### config.mk
export PLATFORM = sky130hd
export DESIGN_NAME = spi_send_con
export DESIGN_NICKNAME = d
export VERILOG_FILES = /design/src/rtl/spi_send_con.sv
export SDC_FILE = /design/constraint.sdc
export NUM_CORES = 1
export LEC_CHECK = 0
export ABC_AREA = 1
export ABC_CLOCK_PERIOD_IN_PS = 2500
export CAP_MARGIN = 10
export CELL_PAD_IN_SITES_DETAIL_PLACEMENT = 1
export CELL_PAD_IN_SITES_GLOBAL_PLACEMENT = 1
export CORE_AREA = 2 2 60 62
export DETAILED_ROUTE_END_ITERATION = 16
export DIE_AREA = 0 0 62 64
export GPL_TIMING_DRIVEN = 0
export PLACE_DENSITY = 0.89
export SYNTH_ARGS = -nofsm -noshare
export SYNTH_HDL_FRONTEND = slang
export SYNTH_SLANG_ARGS = --single-unit
### constraint.sdc
create_clock -name clk_in -period 2.5 [get_ports clk_in]
set_input_delay 0.5 -clock clk_in [delete_from_list [all_inputs] [get_ports clk_in]]
set_output_delay 0.5 -clock clk_in [all_outputs]
set_load 0.01 [all_outputs]
### src/rtl/spi_send_con.sv
// ============================================================================
// Module   : spi_send_con
// Purpose  : Multi-line SPI-style pixel transmitter. Words arrive on a
//            valid/ready handshake into a one-entry holding register. A
//            shifter then sends each word MS-first as BEATS groups of LINES
//            bits inside one active-low chip-select frame. Bit clock
//            half-period is CLK_DIV system cycles.
// Ports    : clk_in          - system clock
//            rst_in          - synchronous active-low reset
//            data_in         - pixel word
//            data_valid_in   - data_in valid
//            final_pixel_in  - marks last pixel of the video frame
//            data_ready_out  - holding register empty
//            chip_data_out   - data lines (MS group first)
//            chip_clk_out    - bit clock, idle low
//            chip_sel_out    - active-low frame select, idle high
//            final_pixel_out - high during the frame of a final pixel
//            busy_out        - shifter not idle
// Revision : 1.0 - initial release
// ============================================================================
`default_nettype none

module spi_send_con #(
    parameter int DATA_WIDTH = 8,
    parameter int LINES      = 4,
    parameter int CLK_DIV    = 4
) (
    input  logic                  clk_in,
    input  logic                  rst_in,
    input  logic [DATA_WIDTH-1:0] data_in,
    input  logic                  data_valid_in,
    input  logic                  final_pixel_in,
    output logic                  data_ready_out,
    output logic [LINES-1:0]      chip_data_out,
    output logic                  chip_clk_out,
    output logic                  chip_sel_out,
    output logic                  final_pixel_out,
    output logic                  busy_out
);

    localparam int BEATS  = DATA_WIDTH / LINES;
    localparam int DIV_W  = $clog2(CLK_DIV);
    localparam int BEAT_W = (BEATS > 1) ? $clog2(BEATS) : 1;
    localparam logic [DIV_W-1:0]  C_DIV_LAST  = DIV_W'(CLK_DIV - 1);
    localparam logic [BEAT_W-1:0] C_BEAT_LAST = BEAT_W'(BEATS - 1);

    typedef enum logic [2:0] {
        S_IDLE  = 3'd0,
        S_SETUP = 3'd1,
        S_HIGH  = 3'd2,
        S_LOW   = 3'd3,
        S_HOLD  = 3'd4,
        S_GAP   = 3'd5
    } state_t;

    // Holding register
    logic [DATA_WIDTH-1:0] hold_word_q, hold_word_d;
    logic                  hold_last_q, hold_last_d;
    logic                  hold_full_q, hold_full_d;

    // Shifter
    state_t                state_q, state_d;
    logic [DATA_WIDTH-1:0] shift_q, shift_d;
    logic                  last_q, last_d;
    logic [BEAT_W-1:0]     beat_q, beat_d;
    logic [DIV_W-1:0]      div_q, div_d;

    // Output registers
    logic                  ready_q, ready_d;
    logic [LINES-1:0]      data_q, data_d;
    logic                  clk_q, clk_d;
    logic                  sel_q, sel_d;
    logic                  fp_q, fp_d;
    logic                  busy_q, busy_d;

    logic                  w_handshake;
    logic                  w_div_done;
    logic                  w_load;
    logic [DATA_WIDTH-1:0] w_shift_next;

    assign w_handshake  = data_valid_in && ready_q;
    assign w_div_done   = (div_q == C_DIV_LAST);
    assign w_shift_next = shift_q << LINES;

    always_comb begin
        hold_word_d = hold_word_q;
        hold_last_d = hold_last_q;
        hold_full_d = hold_full_q;
        state_d     = state_q;
        shift_d     = shift_q;
        last_d      = last_q;
        beat_d      = beat_q;
        div_d       = div_q + DIV_W'(1);
        data_d      = data_q;
        w_load      = 1'b0;

        case (state_q)
            S_IDLE: begin
                div_d = '0;
                if (hold_full_q) begin
                    w_load = 1'b1;
                end
            end
            S_SETUP: begin
                if (w_div_done) begin
                    state_d = S_HIGH;
                end
            end
            S_HIGH: begin
                if (w_div_done) begin
                    if (beat_q != C_BEAT_LAST) begin
                        // Next group goes out on the falling edge
                        state_d = S_LOW;
                        beat_d  = beat_q + BEAT_W'(1);
                        shift_d = w_shift_next;
                        data_d  = w_shift_next[DATA_WIDTH-1 -: LINES];
                    end else begin
                        state_d = S_HOLD;
                    end
                end
            end
            S_LOW: begin
                if (w_div_done) begin
                    state_d = S_HIGH;
                end
            end
            S_HOLD: begin
                if (w_div_done) begin
                    state_d = S_GAP;
                end
            end
            S_GAP: begin
                if (w_div_done) begin
                    if (hold_full_q) begin
                        w_load = 1'b1;
                    end else begin
                        state_d = S_IDLE;
                    end
                end
            end
            default: begin
                state_d = S_IDLE;
            end
        endcase

        if (w_load) begin
            state_d     = S_SETUP;
            shift_d     = hold_word_q;
            last_d      = hold_last_q;
            beat_d      = '0;
            data_d      = hold_word_q[DATA_WIDTH-1 -: LINES];
            hold_full_d = 1'b0;
        end

        // Every state dwells CLK_DIV cycles measured from its entry
        if (state_d != state_q) begin
            div_d = '0;
        end

        // Capture needs ready (hold empty) and load needs hold full, so the
        // two never coincide.
        if (w_handshake) begin
            hold_word_d = data_in;
            hold_last_d = final_pixel_in;
            hold_full_d = 1'b1;
        end

        ready_d = !hold_full_d;
        sel_d   = !((state_d == S_SETUP) || (state_d == S_HIGH) ||
                    (state_d == S_LOW)   || (state_d == S_HOLD));
        clk_d   = (state_d == S_HIGH);
        fp_d    = !sel_d && last_d;
        busy_d  = (state_d != S_IDLE);
    end

    always_ff @(posedge clk_in) begin
        if (!rst_in) begin
            hold_word_q <= '0;
            hold_last_q <= 1'b0;
            hold_full_q <= 1'b0;
            state_q     <= S_IDLE;
            shift_q     <= '0;
            last_q      <= 1'b0;
            beat_q      <= '0;
            div_q       <= '0;
            ready_q     <= 1'b1;
            data_q      <= '0;
            clk_q       <= 1'b0;
            sel_q       <= 1'b1;
            fp_q        <= 1'b0;
            busy_q      <= 1'b0;
        end else begin
            hold_word_q <= hold_word_d;
            hold_last_q <= hold_last_d;
            hold_full_q <= hold_full_d;
            state_q     <= state_d;
            shift_q     <= shift_d;
            last_q      <= last_d;
            beat_q      <= beat_d;
            div_q       <= div_d;
            ready_q     <= ready_d;
            data_q      <= data_d;
            clk_q       <= clk_d;
            sel_q       <= sel_d;
            fp_q        <= fp_d;
            busy_q      <= busy_d;
        end
    end

    assign data_ready_out  = ready_q;
    assign chip_data_out   = data_q;
    assign chip_clk_out    = clk_q;
    assign chip_sel_out    = sel_q;
    assign final_pixel_out = fp_q;
    assign busy_out        = busy_q;

endmodule

`default_nettype wire

==> flow_summary_export.csv, run 1 <==
group,metric,value,unit
timing,final.setup_skew,0.00617,ns
cells_and_area,n_fill_cell,433,
yosys,yosys_warnings,0,
floorplanning,die_y,64,µm
clock_tree,clkTransAtPathRegs,0.09,ns
timing,hold_viol,0,
outcome,status,"finished clean",
hold_path,worstHoldPathType,"reg2reg",
pwr,p_leak,0.692,nW
setup_path,critical_path.top_delay_family,"buffers and inverters",
detailed_routing,route.met3.wl,127,µm
clock_tree,clk_latency,0.32,ns
detailed_routing,met1_length,1210,µm
yosys,synthCells,170,
timing,grt_setup_unrepaired,"false",
clock_tree,cts_root_buf,"clkbuf_4",
flow_run,max_cap_viol_count,0,
pwr,swShare,26.2,%
floorplanning,ioPinCount,21,
setup_path,worstSetupStartpointType,"flop",
cells_and_area,drive_gt1_share,14.6,%
global_route,globalRouteTotalUtil,17.7,%
detailed_routing,drt_pass1_iterations,4,
floorplanning,rows,21,
yosys,syn_area,1320,µm²
setup_path,r2r_start,"div_q[0]",
timing,fmax,582,MHz
timing,fin_tns_setup,0,ns
timing,min_period_over_period,68.7,%
detailed_routing,ant_nets,0,
clock_tree,cts_buffers,5,
setup_path,path_buf_inv,1,
placement,port_buffers,20,
detailed_routing,vias,1165,
setup_path,crit_chain,"clkdlybuf4s50_1",
pwr,vdd.ir_drop.worst,0.000279,V
cells_and_area,final_nets,211,
clock_tree,cts.sinks,30,
timing,worst_slew_pin_slew,0.453,ns
yosys,synth_cell_types,29,
placement,dp_hpwl,2450,µm
floorplanning,core_area,3280,µm²
floorplanning,start_util,40.2,%
detailed_routing,routedWlPerCell,12.5,µm
global_route,grt_max_degree,11,
timing,period_minus_slack,1.72,ns
global_route,grt_overflow,0,
global_route,grt_pass1_wl,5100,µm
timing,setup_viol,0,
setup_path,crit_type,"reg2out",
setup_path,cp_slowest_cell,"clkdlybuf4s50_1",
pwr,power_density,585,nW/µm²
setup_path,end_kind,"output port",
pwr,p_switching,251,µW
global_route,antenna_found_initial,0,
setup_path,critPathLaunch,"chip_data_out[3]",
detailed_routing,drcViolationCount,0,
setup_path,critical_path_arrival,1.22,ns
yosys,avgSynthCellArea,7.76,µm²
detailed_routing,route.detailed.vias_per_inst,4.77,
setup_path,critPathMaxFanout,2,
floorplanning,dieArea,3970,µm²
yosys,syn_nets,184,
cells_and_area,final_cell_mix,"38 x nand2_1, 30 x dfxtp_1, 26 x nor2_1, 20 x clkdlybuf4s50_1, 15 x inv_1",
global_route,grt_pass1_vias,1198,
detailed_routing,drt_iter0_markers,20,
detailed_routing,routed.top_layer,"met4",
yosys,seq_area_frac_synth,45.5,%
clock_tree,post-cts-setup-buffers,0,
clock_tree,ctsHoldBuffers,0,
clock_tree,cts_max_path_buffers,2,
setup_path,max_stage_delay,0.54,ns
setup_path,worstPathRequired,2.00,ns
clock_tree,cts_tree,"built",
hold_path,min_from,"shift_q[1]",
detailed_routing,dr_wl_met2,1600,µm
pwr,p_clk_share,30.5,%
timing,slew_headroom,69.8,%
detailed_routing,wl,3040,µm
pwr,p_comb_share,14.9,%
clock_tree,h-tree-depth,2,
placement,gp_congestion,0.824,
cells_and_area,final_common_cell,"nand2_1",
cells_and_area,antenna_cells,0,
clock_tree,cts_resized,0,
yosys,synth-seq-cells,30,
pwr,power_frac_seq,54.6,%
timing,slew_viol_final,0,
pwr,p_int,707,µW
pwr,power.total,958,µW
floorplanning,die_x,62,µm
cells_and_area,area_growth,24.1,%
worst paths after layout:
kind | end | slack (ns) | cells after the start
setup / recovery | chip_data_out[3] | 0.78 | 1
hold / removal | shift_q[1] | 0.47 | 2
setup reg to reg | final_pixel_out | 0.81 | 8
hold reg to reg | shift_q[1] | 0.47 | 2
final cells by class:
class,count,area [µm²],share of cell area (%)
buffer,4,18.8,1.15
clock buffer,7,55.1,3.36
clock inverter,1,5.00,0.306
inverter,19,73.8,4.51
multi-input combinational,117,627,38.3
sequential,30,601,36.7
tap,46,57.6,3.51
timing repair buffer,20,200,12.2
power by group through the flow:
stage	clock network (mW)	registers [mW]	logic, mW
after global routing	0.330	0.527	0.160
final	0.292	0.523	0.143
after floorplan	0	0.534	0.0850
after global placement	0	0.533	0.137
after CTS	0.309	0.523	0.145
after detailed placement	0	0.534	0.144
synthesized netlist by cell type, drive strengths merged:
cell / n / area share [%]
nand3: 8 / 5.1
nor2: 32 / 12
a31oi: 4 / 1.9
buf: 2 / 0.85
nand2: 42 / 13
clkbuf: 2 / 0.57
inv: 19 / 5.6
dfxtp: 30 / 45
a21oi: 8 / 3.3
o21bai: 2 / 1.4
a211oi: 1 / 0.57
nand4: 1 / 0.47
nor3: 4 / 1.5
o211ai: 1 / 0.57
o21ai: 12 / 4.8
ha: 2 / 1.9
metrics by stage:
step	cell area, µm²	setup WS, ns	cells	utilization (%)	hold slack, ns
global route	1640	0.601	244	49.9	0.502
finish	1640	0.782	244	49.9	0.470
detailed placement	1580	0.740	236	48.0	0.462
floorplan	1320	1.08	170	-	0.430
global placement	1580	0.775	236	48.0	0.444
CTS	1640	0.759	244	49.9	0.472
cell families (layout without fill, tap and decap cells):
family	Yosys count	after routing	share of synthesized area, %
adder cells (fa/ha/maj)	2	2	1.90
AO/OA/AOI/OAI	28	28	12.6
AND/OR/NAND/NOR	87	87	33.0
flip-flops	30	30	45.5
buffers and inverters	23	51	7.01
registers in the layout, summed over array words and instances, names as in the netlist, 2 cells and up:
signal and count:
state_q 3, chip_data_out 4, hold_word_q 8, div_q 2, shift_q 4
per-layer routing:
layer / vias up / global-route usage (%)
li1: 595 / -
met1: 532 / 17.5
met2: 29 / 31.3
met3: 9 / 5.47
met4: 0 / 9.84
met5: - / 0
Note: power is estimated with default switching activity, not from simulation.
==> run 2, diff against run 1 <==
==> config.mk (replaced) <==
export PLATFORM = sky130hd
export DESIGN_NAME = spi_send_con
export DESIGN_NICKNAME = d
export VERILOG_FILES = /design/src/rtl/spi_send_con.sv
export SDC_FILE = /design/constraint.sdc
export NUM_CORES = 1
export LEC_CHECK = 0
export ABC_AREA = 1
export ABC_CLOCK_PERIOD_IN_PS = 1550
export CAP_MARGIN = 10
export CELL_PAD_IN_SITES_DETAIL_PLACEMENT = 1
export CELL_PAD_IN_SITES_GLOBAL_PLACEMENT = 1
export CORE_AREA = 2 2 66 68
export DETAILED_ROUTE_END_ITERATION = 16
export DIE_AREA = 0 0 68 70
export GPL_TIMING_DRIVEN = 0
export PLACE_DENSITY = 0.79
export SYNTH_ARGS = -nofsm -noshare
export SYNTH_HDL_FRONTEND = slang
export SYNTH_SLANG_ARGS = --single-unit
==> constraint.sdc (replaced) <==
create_clock -name clk_in -period 1.55 [get_ports clk_in]
set_input_delay 0.31 -clock clk_in [delete_from_list [all_inputs] [get_ports clk_in]]
set_output_delay 0.31 -clock clk_in [all_outputs]
set_load 0.01 [all_outputs]
==> run 2 against run 1 <==
Effect of this change:
- hold slack got worse by 0.021 ns
- combinational power increased by 68%
- highest routed layer unchanged
- clock-buffer cell count unchanged
- clock skew decreased by 0.0023 ns
- via count decreased by 2.3%
- register-to-register slack got worse by 0.69 ns
- critical path depth unchanged
- first-iteration DRC count increased by 60%
- worst setup slack got worse by 0.71 ns
- largest cell class unchanged
- sequential share of layout area decreased by 1.6 points
- non-clock buffer count increased by 2
- routed wire length decreased by 3.4%
==> flow_summary_export.csv, run 2 (same netlist as run 1, synthesis figures left out) <==
group,metric,value,unit
clock_tree,cts_root_buf,"clkbuf_8",
detailed_routing,wl,2940,µm
global_route,grt_pass1_vias,1188,
setup_path,r2r_slack,0.12,ns
setup_path,reg2reg_depth,8,
setup_path,r2r_start,"div_q[0]",
timing,min_period_over_period,95.6,%
placement,dp_hpwl,2240,µm
setup_path,end_kind,"output port",
clock_tree,cts.sinks,30,
global_route,grt_max_degree,11,
detailed_routing,drcViolationCount,0,
setup_path,max_stage_delay,0.54,ns
hold_path,worstHoldPathType,"reg2reg",
floorplanning,core_area,4140,µm²
clock_tree,cts_tree,"built",
detailed_routing,met1_length,1360,µm
detailed_routing,ant_nets,0,
global_route,grt_pass1_wl,5130,µm
floorplanning,die_x,68,µm
cells_and_area,final_cell_mix,"38 x nand2_1, 26 x dfxtp_1, 25 x nor2_1, 20 x clkdlybuf4s50_1, 14 x inv_1",
setup_path,critPathMaxFanout,2,
setup_path,cp_slowest_cell,"clkdlybuf4s50_1",
detailed_routing,drt_pass1_iterations,3,
floorplanning,dieArea,4760,µm²
setup_path,path_buf_inv,1,
detailed_routing,vias,1138,
clock_tree,clk_latency,0.28,ns
timing,hold_viol,0,
outcome,status,"finished clean",
pwr,vdd.ir_drop.worst,0.000339,V
timing,grt_setup_unrepaired,"false",
placement,post-place-ws,-0.119,ns
pwr,power.total,1.73,mW
detailed_routing,routed.top_layer,"met4",
floorplanning,rows,24,
floorplanning,die_y,70,µm
cells_and_area,final_nets,213,
timing,period_minus_slack,1.48,ns
setup_path,worstSetupStartpointType,"flop",
pwr,power_density,997,nW/µm²
clock_tree,clkTransAtPathRegs,0.06,ns
timing,hold_slack,0.450,ns
cells_and_area,final_common_cell,"nand2_1",
detailed_routing,route.met3.wl,104,µm
global_route,antenna_found_initial,0,
global_route,globalRouteTotalUtil,14.4,%
timing,slew_viol_final,0,
clock_tree,cts_buffers,5,
floorplanning,ioPinCount,21,
floorplanning,start_util,31.9,%
timing,worst_slack,0.0678,ns
setup_path,crit_chain,"clkdlybuf4s50_1",
detailed_routing,drt_iter0_markers,32,
hold_path,min_from,"div_q[0]",
setup_path,critical_path_arrival,1.17,ns
setup_path,worstPathRequired,1.24,ns
detailed_routing,route.detailed.vias_per_inst,4.52,
timing,worst_slew_pin_slew,0.466,ns
global_route,grt_overflow,0,
timing,setup_viol,0,
clock_tree,h-tree-depth,2,
placement,gp_congestion,0.779,
flow_run,max_cap_viol_count,0,
timing,final.setup_skew,0.00384,ns
cells_and_area,largest_register_ffs,8,
setup_path,r2r_end,"final_pixel_out",
detailed_routing,routedWlPerCell,11.7,µm
placement,port_buffers,20,
setup_path,critical_path.top_delay_family,"buffers and inverters",
cells_and_area,drive_gt1_share,20.5,%
timing,fmax,675,MHz
cells_and_area,n_fill_cell,524,
cells_and_area,antenna_cells,0,
pwr,p_leak,0.721,nW
detailed_routing,dr_wl_met2,1420,µm
clock_tree,cts_max_path_buffers,2,
hold_path,whs_endpoint,"div_q[0]",
setup_path,crit_type,"reg2out",
cells_and_area,area_growth,31.2,%
cells_and_area,regMostFlops,"hold_word_q",
timing,slew_headroom,68.9,%
hold_path,min_delay_path_depth,1,
setup_path,critPathLaunch,"data_ready_out",
==> run 2: layout make-up <==
type | count | area, µm² | area share [%]
well taps | 52 | 65.1 | 3.76
clock buffers | 7 | 86.3 | 4.99
inverters | 19 | 76.3 | 4.41
plain buffers | 4 | 18.8 | 1.08
flip-flops and latches | 30 | 608 | 35.1
multi-input cells | 117 | 657 | 37.9
clock inverters | 1 | 5.00 | 0.289
repair buffers | 22 | 215 | 12.4
==> run 2: worst max-delay path by stage <==
| stage | endpoint | slack [ns] | cells past startpoint |
|---|---|---|---|
| floorplan | final_pixel_out | 0.13 | 10 |
| global placement | state_q[1] | -0.06 | 4 |
| detailed placement | div_q[0] | -0.12 | 5 |
| CTS | div_q[0] | 0.03 | 8 |
| global route | div_q[1] | 0.008 | 9 |
| finish | data_ready_out | 0.07 | 1 |
==> run 2: where the power goes <==
part | internal [mW] | total, mW | switching (mW)
clock | 0.357 | 0.639 | 0.281
sequential | 0.819 | 0.847 | 0.0285
combinational | 0.110 | 0.240 | 0.130
total | 1.29 | 1.73 | 0.440
==> run 2: layer usage <==
metal | vias to the layer above | track usage [%]
met5 | - | 0
met1 | 510 | 17.1
li1 | 603 | -
met3 | 6 | 4.83
met4 | 0 | 5.33
met2 | 19 | 23.5
==> run 2: per-stage QoR <==
stage               TNS [ns]  area, µm²  std cells  util (%)
finish                     0       1730        252      41.8
global route               0       1730        252      41.8
CTS                        0       1690        250      40.8
detailed placement     -1.39       1590        242      38.3
global placement      -0.711       1590        242      38.3
floorplan                  0       1320        170         -
==> run 2: what timing repair did <==
action | 4_1_cts | 5_1_grt
setup endpoints to repair | 11 | 7
hold buffers | 0 | 0
gates resized for setup | 2 | 11
pin swaps | 0 | 3
setup buffers | 0 | 2
hold endpoints to repair | 0 | 0
